### src/rtl/atmega_icp_8bit_pkg.sv
// Shared definitions for the 8-bit input-capture timer: register bit positions,
// default IO addresses and the prescaler select encoding used by the 8-bit timers.
package atmega_icp_8bit_pkg;

    localparam logic [7:0] ICCR_ADDR_DEF  = 8'h50;
    localparam logic [7:0] ICNT_ADDR_DEF  = 8'h51;
    localparam logic [7:0] ICR_ADDR_DEF   = 8'h52;
    localparam logic [7:0] ICIFR_ADDR_DEF = 8'h53;
    localparam logic [7:0] ICMSK_ADDR_DEF = 8'h54;

    localparam int ICCR_ICCTC = 3;
    localparam int ICCR_ICES  = 6;
    localparam int ICCR_ICNC  = 7;

    // ICCR write mask: bit positions 5 and 4 are reserved and read back as zero
    localparam logic [7:0] ICCR_WMASK = 8'hCF;

    localparam int ICIFR_ICF = 0;
    localparam int ICIFR_TOV = 1;
    localparam int ICIFR_OVR = 2;

    localparam int ICMSK_ICIE = 0;
    localparam int ICMSK_TOIE = 1;

    typedef enum logic [2:0] {
        CS_STOP    = 3'b000,
        CS_CLK1    = 3'b001,
        CS_CLK8    = 3'b010,
        CS_CLK64   = 3'b011,
        CS_CLK256  = 3'b100,
        CS_CLK1024 = 3'b101,
        CS_RSVD6   = 3'b110,
        CS_RSVD7   = 3'b111
    } cs_sel_t;

endpackage

### src/rtl/atmega_icp_8bit_filter.sv
// Capture pin front end: two-flop synchronizer, optional noise canceller that
// needs NC_DEPTH equal samples before following the pin, and a one-flop edge
// history producing a single-cycle capture pulse on the selected polarity.
module atmega_icp_filter
    import atmega_icp_8bit_pkg::*;
#(
    parameter int NC_DEPTH = 4
) (
    input  logic clk_i,
    input  logic rst_i,
    input  logic pin_i,
    input  logic nc_en_i,
    input  logic edge_sel_i,
    output logic capture_o
);

    localparam logic [3:0] NC_LAST = 4'(NC_DEPTH - 1);

    logic       sync1;
    logic       sync2;
    logic       filt_q;
    logic [3:0] nc_cnt;
    logic       hist;
    logic       nc_en_q;
    logic       edge_sel_q;
    logic       filtered;
    logic       cfg_change;

    assign filtered   = nc_en_i ? filt_q : sync2;
    // A mode or polarity change only reloads the history, it never reports an edge
    assign cfg_change = (nc_en_i != nc_en_q) || (edge_sel_i != edge_sel_q);
    assign capture_o  = !cfg_change && (filtered != hist) && (filtered == edge_sel_i);

    // Synchronize the pin, run the canceller continuously, and track edge history
    always_ff @(posedge clk_i or negedge rst_i) begin
        if (!rst_i) begin
            sync1      <= 1'b0;
            sync2      <= 1'b0;
            filt_q     <= 1'b0;
            nc_cnt     <= 4'd0;
            hist       <= 1'b0;
            nc_en_q    <= 1'b0;
            edge_sel_q <= 1'b0;
        end else begin
            sync1 <= pin_i;
            sync2 <= sync1;
            if (sync2 == filt_q) begin
                nc_cnt <= 4'd0;
            end else if (nc_cnt == NC_LAST) begin
                filt_q <= sync2;
                nc_cnt <= 4'd0;
            end else begin
                nc_cnt <= nc_cnt + 4'd1;
            end
            hist       <= filtered;
            nc_en_q    <= nc_en_i;
            edge_sel_q <= edge_sel_i;
        end
    end

endmodule

### src/rtl/atmega_icp_8bit.sv
// ATmega-style 8-bit input-capture timer: prescaled free-running counter,
// capture register with overrun detection, interrupt flags and IO bus decode.
module atmega_icp_8bit
    import atmega_icp_8bit_pkg::*;
#(
    parameter int BUS_ADDR_DATA_LEN = 8,
    parameter logic [BUS_ADDR_DATA_LEN-1:0] ICCR_ADDR  = BUS_ADDR_DATA_LEN'(ICCR_ADDR_DEF),
    parameter logic [BUS_ADDR_DATA_LEN-1:0] ICNT_ADDR  = BUS_ADDR_DATA_LEN'(ICNT_ADDR_DEF),
    parameter logic [BUS_ADDR_DATA_LEN-1:0] ICR_ADDR   = BUS_ADDR_DATA_LEN'(ICR_ADDR_DEF),
    parameter logic [BUS_ADDR_DATA_LEN-1:0] ICIFR_ADDR = BUS_ADDR_DATA_LEN'(ICIFR_ADDR_DEF),
    parameter logic [BUS_ADDR_DATA_LEN-1:0] ICMSK_ADDR = BUS_ADDR_DATA_LEN'(ICMSK_ADDR_DEF),
    parameter int NC_DEPTH = 4
) (
    input  logic                         clk_i,
    input  logic                         rst_i,
    input  logic                         clk8_i,
    input  logic                         clk64_i,
    input  logic                         clk256_i,
    input  logic                         clk1024_i,
    input  logic [BUS_ADDR_DATA_LEN-1:0] addr_i,
    input  logic                         wr_i,
    input  logic                         rd_i,
    input  logic [7:0]                   bus_i,
    output logic [7:0]                   bus_o,
    output logic                         icp_int_o,
    input  logic                         icp_int_ack_i,
    output logic                         tov_int_o,
    input  logic                         tov_int_ack_i,
    input  logic                         icp_i
);

    logic [7:0] iccr;
    logic [7:0] icnt;
    logic [7:0] icr;
    logic [1:0] icmsk;
    logic       icf;
    logic       tov;
    logic       ovr;
    logic [3:0] presc_q;
    logic [3:0] presc_rise;
    logic       count_tick;
    logic       capture;
    logic       ctc_clear;
    logic       wr_iccr;
    logic       wr_icnt;
    logic       wr_icifr;
    logic       wr_icmsk;
    logic       icf_set;
    logic       icf_clr;
    logic       tov_set;
    logic       tov_clr;
    logic       ovr_set;
    logic       ovr_clr;

    assign wr_iccr  = wr_i && (addr_i == ICCR_ADDR);
    assign wr_icnt  = wr_i && (addr_i == ICNT_ADDR);
    assign wr_icifr = wr_i && (addr_i == ICIFR_ADDR);
    assign wr_icmsk = wr_i && (addr_i == ICMSK_ADDR);

    assign presc_rise = {clk1024_i, clk256_i, clk64_i, clk8_i} & ~presc_q;
    assign ctc_clear  = capture && iccr[ICCR_ICCTC];

    assign icf_set = capture;
    assign icf_clr = icp_int_ack_i || (wr_icifr && bus_i[ICIFR_ICF]);
    assign tov_set = count_tick && (icnt == 8'hFF) && !wr_icnt && !ctc_clear;
    assign tov_clr = tov_int_ack_i || (wr_icifr && bus_i[ICIFR_TOV]);
    assign ovr_set = capture && icf;
    assign ovr_clr = wr_icifr && bus_i[ICIFR_OVR];

    assign icp_int_o = icf && icmsk[ICMSK_ICIE];
    assign tov_int_o = tov && icmsk[ICMSK_TOIE];

    atmega_icp_filter #(
        .NC_DEPTH (NC_DEPTH)
    ) u_filter (
        .clk_i      (clk_i),
        .rst_i      (rst_i),
        .pin_i      (icp_i),
        .nc_en_i    (iccr[ICCR_ICNC]),
        .edge_sel_i (iccr[ICCR_ICES]),
        .capture_o  (capture)
    );

    // Select the counter advance source from the clock-select field
    always_comb begin
        count_tick = 1'b0;
        case (cs_sel_t'(iccr[2:0]))
            CS_CLK1:    count_tick = 1'b1;
            CS_CLK8:    count_tick = presc_rise[0];
            CS_CLK64:   count_tick = presc_rise[1];
            CS_CLK256:  count_tick = presc_rise[2];
            CS_CLK1024: count_tick = presc_rise[3];
            default:    count_tick = 1'b0;
        endcase
    end

    // Control registers and prescaler level history
    always_ff @(posedge clk_i or negedge rst_i) begin
        if (!rst_i) begin
            iccr    <= 8'd0;
            icmsk   <= 2'd0;
            presc_q <= 4'd0;
        end else begin
            presc_q <= {clk1024_i, clk256_i, clk64_i, clk8_i};
            if (wr_iccr) iccr <= bus_i & ICCR_WMASK;
            if (wr_icmsk) icmsk <= bus_i[1:0];
        end
    end

    // Counter (bus write beats clear-on-capture, which beats the tick) and capture register
    always_ff @(posedge clk_i or negedge rst_i) begin
        if (!rst_i) begin
            icnt <= 8'd0;
            icr  <= 8'd0;
        end else begin
            if (wr_icnt) begin
                icnt <= bus_i;
            end else if (ctc_clear) begin
                icnt <= 8'd0;
            end else if (count_tick) begin
                icnt <= icnt + 8'd1;
            end
            if (capture) icr <= icnt;
        end
    end

    // Flags: a hardware set in the same cycle wins over acknowledge or write-1-to-clear
    always_ff @(posedge clk_i or negedge rst_i) begin
        if (!rst_i) begin
            icf <= 1'b0;
            tov <= 1'b0;
            ovr <= 1'b0;
        end else begin
            if (icf_set) icf <= 1'b1;
            else if (icf_clr) icf <= 1'b0;
            if (tov_set) tov <= 1'b1;
            else if (tov_clr) tov <= 1'b0;
            if (ovr_set) ovr <= 1'b1;
            else if (ovr_clr) ovr <= 1'b0;
        end
    end

    // Side-effect-free read mux, zero unless a read hits a register
    always_comb begin
        bus_o = 8'd0;
        if (rd_i) begin
            if (addr_i == ICCR_ADDR) bus_o = iccr;
            else if (addr_i == ICNT_ADDR) bus_o = icnt;
            else if (addr_i == ICR_ADDR) bus_o = icr;
            else if (addr_i == ICIFR_ADDR) bus_o = {5'd0, ovr, tov, icf};
            else if (addr_i == ICMSK_ADDR) bus_o = {6'd0, icmsk};
        end
    end

endmodule

### config.mk
export PLATFORM = sky130hd
export DESIGN_NAME = atmega_icp_8bit
export DESIGN_NICKNAME = d
export VERILOG_FILES = /design/src/rtl/atmega_icp_8bit_pkg.sv /design/src/rtl/atmega_icp_8bit_filter.sv /design/src/rtl/atmega_icp_8bit.sv
export SDC_FILE = /design/constraint.sdc
export NUM_CORES = 1
export LEC_CHECK = 0
export CORE_ASPECT_RATIO = 1.1
export CORE_MARGIN = 4
export CORE_UTILIZATION = 52
export DETAILED_ROUTE_END_ITERATION = 8
export PLACE_DENSITY = 0.79
export SLEW_MARGIN = 20
export SYNTH_ARGS = -nofsm -noshare
export SYNTH_HDL_FRONTEND = slang
export SYNTH_SLANG_ARGS = --single-unit
### constraint.sdc
create_clock -name clk_i -period 2.8 [get_ports clk_i]
set_clock_uncertainty 0.2 [all_clocks]
set_input_delay 0.56 -clock clk_i [delete_from_list [all_inputs] [get_ports clk_i]]
set_output_delay 0.56 -clock clk_i [all_outputs]
set_load 0.02 [all_outputs]
==> impl_metrics.py, run 1 <==
metrics = {
    "global_routing": {
        "grt_pass1_vias": 1685,
        "grt_most_used_layer": "met2",
        "grtUsageTotal_pct": 19.5,
        "grt_pass1_wl_mm": 7.98,
        "use_met3_pct": 4.35,
        "grt.met2_usage_pct": 32.0,
        "grt-ovfl-total": 0,
        "grt_util_met1_pct": 24.4,
        "antenna_found_initial": 0,
        "grt_max_degree": 42,
    },
    "finish": {
        "layout.nets": 283,
        "finish.utilization_pct": 72.2,
        "multi_input_area_sq_um": 1130,
        "antennaDiodeCount": 0,
        "seq_area_sq_um": 1030,
        "drive_gt1_share_pct": 30.2,
        "fill_cells": 294,
        "area_growth_syn_to_layout_pct": 33.6,
    },
    "route": {
        "avgViaCountPerCell": 5.76,
        "routed_wl_mm": 4.99,
        "via_count": 1769,
        "route.detailed.drc": 0,
        "ant_nets": 0,
        "wl_per_cell_um": 16.2,
        "first_iter_violations": 113,
        "drt-pass1-iter-count": 4,
    },
    "sta": {
        "finalMaxSlewViolations": 0,
        "finalSetupViolations": 7,
        "setup_ws_ns": -0.206,
        "timing.final.crit_share_pct": 107,
        "finalHoldViolations": 0,
        "clock.fmax_ghz": 0.333,
        "rsz0062_at_grt": "true",
        "fin_crit_ns": 3.01,
        "worst_slew_pin_slew_ns": 0.893,
        "maxSlewHeadroom_pct": 40.5,
    },
    "status": {
        "status": "finished, violations left",
        "violations": "setup timing",
    },
    "flow_run": {
        "maxCapViolCount": 0,
    },
    "hold_path": {
        "hold_path.class": "register to register",
    },
    "cts": {
        "cts_tree": "yes",
        "cts_buffers": 5,
        "h-tree-depth": 2,
        "clk_latency_ns": 0.30,
        "clk_path_buf_depth": 2,
        "cts.sinks": 41,
        "clock-root-buffer": "clkbuf_8",
        "clkTransAtPathRegs_ns": 0.08,
    },
    "setup_path": {
        "path_class": "input pin to output port",
        "arrival_ns": 2.25,
        "crit_fanout": 4,
        "cp_cell_sequence": "buf_6, or3b_4, or3b_4, or3_4, o311a_1, buf_6",
        "slowest_stage": "or3b_4",
        "crit_path_start_kind": "input pin",
        "path_delay_family": "simple AND/OR/NAND/NOR gates",
        "cpPeakStageDelay_ns": 0.39,
        "required_ns": 2.04,
        "crit_buf_inv": 2,
        "endpoint_kind": "output port",
    },
    "synth": {
        "yosysTopAreaCell": "dfrtp_1",
        "synth_flop_cell": "dfrtp_1",
        "synthCells": 200,
        "yosys_register_bits": 41,
        "synth_cell_types": 46,
        "syn-cell-area_sq_um": 2140,
        "synth_async_sr_flop_share_pct": 100,
        "synth_edf_count": 0,
        "synth_nets": 229,
        "netlist.area_leader.share_pct": 47.9,
        "synth_commonest_cells": "dfrtp_1, mux2_2, nor2_1, nand2_1, nand3_1",
        "synth.avg_cell_area_sq_um": 10.7,
        "yosysSeqAreaShare_pct": 47.9,
        "yosys_warnings": 0,
        "synth_area_leaders": "dfrtp_1, mux2_2, nand3_1, a21oi_1, mux2i_1",
        "yosysMostFrequentCell": "dfrtp_1",
    },
    "floorplan": {
        "rows": 24,
        "io_pins": 37,
        "start_util_pct": 54.1,
        "die_h_um": 75.3,
        "core_sq_um": 3960,
        "dieWidth_um": 69.2,
        "die-area_sq_um": 5210,
    },
    "pwr": {
        "peakVddDrop_v": 0.000377,
        "p_per_area_nw_per_um2": 526,
        "p_leak_nw": 1.29,
    },
    "placed_design": {
        "portBuffers": 36,
        "dp_slack_ns": -0.992,
        "dp_hpwl_mm": 3.45,
        "gp_congestion": 0.827,
    },
}
==> worst paths after layout <==
check	start	endpoint	slack, ns	depth (start not counted)
max	addr_i[7]	bus_o[0]	-0.21	6
min in group asynchronous	rst_i	icmsk[0]	0.17	1
min	u_filter.sync1	u_filter.sync2	0.16	0
max reg2reg	iccr[6]	icr[0]	0.63	4
max in group asynchronous	rst_i	u_filter.sync1	1.66	1
min reg2reg	u_filter.sync1	u_filter.sync2	0.16	0
==> worst register-to-register path, cell delays in order, from the launching register on <==
cell	delay [ns]
dfrtp_1	0.42
or3b_2	0.47
mux2i_1	0.22
nand2_1	0.36
mux2_2	0.39
==> routing by layer <==
metal,vias to the layer above,share of wire (%)
met3,10,5.4
met2,55,48
met1,859,45
met4,0,2.3
li1,845,-
met5,-,0
==> timing repair <==
item	in CTS	in global routing
hold buffers	0	0
endpoints found under the setup margin	8	8
gates resized for setup	74	13
pin swaps	13	7
gates cloned	0	0
setup buffers	3	1
==> cell families (layout without fill, tap and decap cells) <==
logic type | after synthesis | after routing | share of synthesized area [%]
fa+ha+maj | 2 | 2 | 1.17
flops | 41 | 41 | 47.9
compound gates | 48 | 48 | 16.4
xor+xnor | 4 | 4 | 1.63
mux | 23 | 23 | 12.3
simple gates | 67 | 67 | 17.3
buf+inv | 15 | 70 | 3.27
==> where the power goes <==
group | internal [mW] | switching, mW
registers | 0.683 | 0.0762
logic | 0.182 | 0.157
clock network | 0.180 | 0.228
total | 1.05 | 0.461
==> sequential cells by signal, summed over array words and instances (netlist names) <==
name                 cells
u_filter.edge_sel_q      1
icnt                     8
presc_q                  4
ovr                      1
icmsk                    2
u_filter.nc_en_q         1
u_filter.nc_cnt          4
u_filter.hist            1
u_filter.sync1           1
iccr                     6
icr                      8
tov                      1
u_filter.filt_q          1
u_filter.sync2           1
icf                      1
==> layout make-up <==
type	instances	share of cell area, %
multi-input cells	144	39.6
flip-flops and latches	41	35.8
repair buffers	55	18.1
clock buffers	5	2.40
well taps	52	2.27
inverters	7	0.918
clock inverters	3	0.874
==> placed cells by master (no fill, tap or decap), types with 4 or more instances in the layout <==
cell             Yosys  final
o2bb2a_1             5      5
buf_6                1     13
nand2_1             12     11
inv_1                7      7
nand2b_1             4      4
nor2b_1              6      4
a21oi_1             10      8
dfrtp_1             41     41
nor2_4               0      4
nand3_1             12     12
buf_4                1     15
a22oi_1              5      5
mux2_2              17     17
clkbuf_8             0      5
o21ai_0              9      9
clkdlybuf4s50_1      0     22
mux2i_1              5      5
nor2_1              13      7
==> metrics by stage <==
| step | cells | TNS (ns) | cell area (sq um) | total power [mW] | hold WS (ns) |
|---|---|---|---|---|---|
| after floorplan | 200 | -0.0679 | 2140 | 0.958 | 0.0644 |
| after global placement | 296 | -7.07 | 2640 | 1.08 | 0.134 |
| after detailed placement | 296 | -7.45 | 2640 | 1.10 | 0.141 |
| after global routing | 307 | -0.876 | 2860 | 1.58 | 0.162 |
| final | 307 | -0.603 | 2860 | 1.51 | 0.158 |
| after CTS | 307 | -1.39 | 2820 | 1.51 | 0.160 |
No activity file was read; power rests on OpenSTA's default activity.
==> run 2: changes to the inputs <==
- CORE_MARGIN: 4 -> default
==> impl_metrics.py, run 2 (synthesis gave the netlist of run 1 again) <==
metrics = {
    "global_routing": {
        "grt_util_met1_pct": 31.4,
        "grtUsageTotal_pct": 24.0,
        "antenna_found_initial": 0,
        "grt_max_degree": 42,
        "grt_most_used_layer": "met2",
        "grt_pass1_wl_mm": 7.96,
        "grt-ovfl-total": 0,
        "grt.met2_usage_pct": 38.0,
        "use_met3_pct": 5.59,
        "grt_pass1_vias": 1663,
    },
    "placed_design": {
        "dp_slack_ns": -0.971,
        "portBuffers": 36,
        "dp_hpwl_mm": 3.21,
        "placed_area_sq_um": 2650,
        "dp.cells": 295,
        "gp_congestion": 0.784,
    },
    "finish": {
        "drive_gt1_share_pct": 30.6,
        "area_growth_syn_to_layout_pct": 34.1,
        "layout_commonest_cell": "dfrtp_1",
        "reg_top3": "icnt (8), icr (8), iccr (6)",
        "layout.nets": 283,
        "final_cells": 307,
        "fill_cells": 295,
        "postLayoutCellArea_sq_um": 2870,
        "layout_common_cells": "dfrtp_1, clkdlybuf4s50_1, mux2_2",
        "antennaDiodeCount": 0,
    },
    "route": {
        "first_iter_violations": 76,
        "avgViaCountPerCell": 5.64,
        "drt-pass1-iter-count": 4,
        "route.detailed.drc": 0,
        "ant_nets": 0,
        "via_count": 1732,
        "wl_per_cell_um": 15.2,
        "routed_wl_mm": 4.67,
    },
    "cts": {
        "clock-root-buffer": "clkbuf_8",
        "cts_tree": "yes",
        "clk_path_buf_depth": 2,
        "cts.sinks": 41,
        "clk_latency_ns": 0.30,
        "clkTransAtPathRegs_ns": 0.08,
        "h-tree-depth": 2,
        "cts_buffers": 5,
    },
    "floorplan": {
        "die_h_um": 69.3,
        "core_sq_um": 3960,
        "io_pins": 37,
        "die-area_sq_um": 4380,
        "dieWidth_um": 63.2,
        "start_util_pct": 54.1,
        "rows": 24,
    },
    "setup_path": {
        "path_class": "input pin to output port",
        "crit_path_start_kind": "input pin",
        "arrival_ns": 2.23,
        "crit_fanout": 4,
        "endpoint_kind": "output port",
        "required_ns": 2.04,
    },
    "sta": {
        "finalSetupViolations": 8,
        "rsz0062_at_grt": "true",
        "timing.final.crit_share_pct": 107,
        "setup_ws_ns": -0.189,
        "fin_crit_ns": 2.99,
        "setup-tns-final_ns": -0.510,
        "finalHoldViolations": 0,
        "maxSlewHeadroom_pct": 40.3,
        "finalMaxSlewViolations": 0,
        "worst_slew_pin_slew_ns": 0.896,
        "clock.fmax_ghz": 0.335,
    },
    "pwr": {
        "p_sw_mw": 0.436,
        "p_per_area_nw_per_um2": 513,
        "switching_share_pct": 29.6,
        "power.share.clock_pct": 25.7,
        "p_leak_nw": 1.28,
        "totalPowerFinal_mw": 1.47,
        "peakVddDrop_v": 0.000273,
        "p_comb_share_pct": 22.9,
        "seq_power_share_pct": 51.4,
        "p_int_mw": 1.04,
    },
    "hold_path": {
        "hold_path.class": "register to register",
    },
    "status": {
        "violations": "setup timing",
        "status": "finished, violations left",
    },
    "flow_run": {
        "maxCapViolCount": 0,
    },
}
[run 2: worst max-delay path, cell delays in order]
cell and delay, ns:
buf_6 0.09, or3b_4 0.38, or3b_4 0.38, or3_4 0.36, o311a_1 0.31, buf_6 0.14
[run 2: path summary, 6_finish.rpt]
| check | slack (ns) | to | depth (start not counted) | startpoint |
|---|---|---|---|---|
| setup / recovery | -0.19 | bus_o[0] | 6 | addr_i[7] |
| hold / removal | 0.14 | u_filter.sync2 | 0 | u_filter.sync1 |
| setup reg to reg | 0.66 | icr[5] | 4 | iccr[6] |
| hold reg to reg | 0.14 | u_filter.sync2 | 0 | u_filter.sync1 |
| max in group asynchronous | 1.65 | u_filter.sync1 | 1 | rst_i |
| min in group asynchronous | 0.19 | icmsk[1] | 1 | rst_i |
[run 2: timing repair]
action / CTS / global route
gates cloned: 0 / 0
buffers inserted: 4 / 0
gates resized for setup: 67 / 19
hold buffers: 0 / 0
setup endpoints to repair: 8 / 8
pin swaps: 6 / 10
[run 2: cell type report]
class,instances,area (sq um),share of cell area [%]
tap,52,65.1,2.26
inverter,7,26.3,0.914
clock inverter,3,17.5,0.609
timing repair buffer,55,524,18.2
clock buffer,5,68.8,2.39
sequential,41,1030,35.7
multi-input combinational,144,1150,39.9
[run 2: metal layers]
metal  vias to the layer above  wire length (um)
li1                        840                 -
met4                         0                93
met1                       842              2210
met5                         -                 0
met3                         8               194
met2                        42              2170
[run 2: power by group through the flow]
stage          Sequential, mW  Combinational [mW]  Clock [mW]
6_report                0.757               0.337       0.379
5_1_grt                 0.769               0.377       0.421
4_1_cts                 0.754               0.333       0.394
3_5_place_dp            0.766               0.321           0
3_3_place_gp            0.762               0.315           0
2_1_floorplan           0.750               0.207           0
[run 2: per-stage QoR]
| step | hold WS (ns) | util [%] |
|---|---|---|
| floorplan | 0.0644 | - |
| global placement | 0.134 | 66.7 |
| detailed placement | 0.136 | 66.7 |
| CTS | 0.148 | 70.5 |
| global route | 0.166 | 72.5 |
| finish | 0.144 | 72.5 |
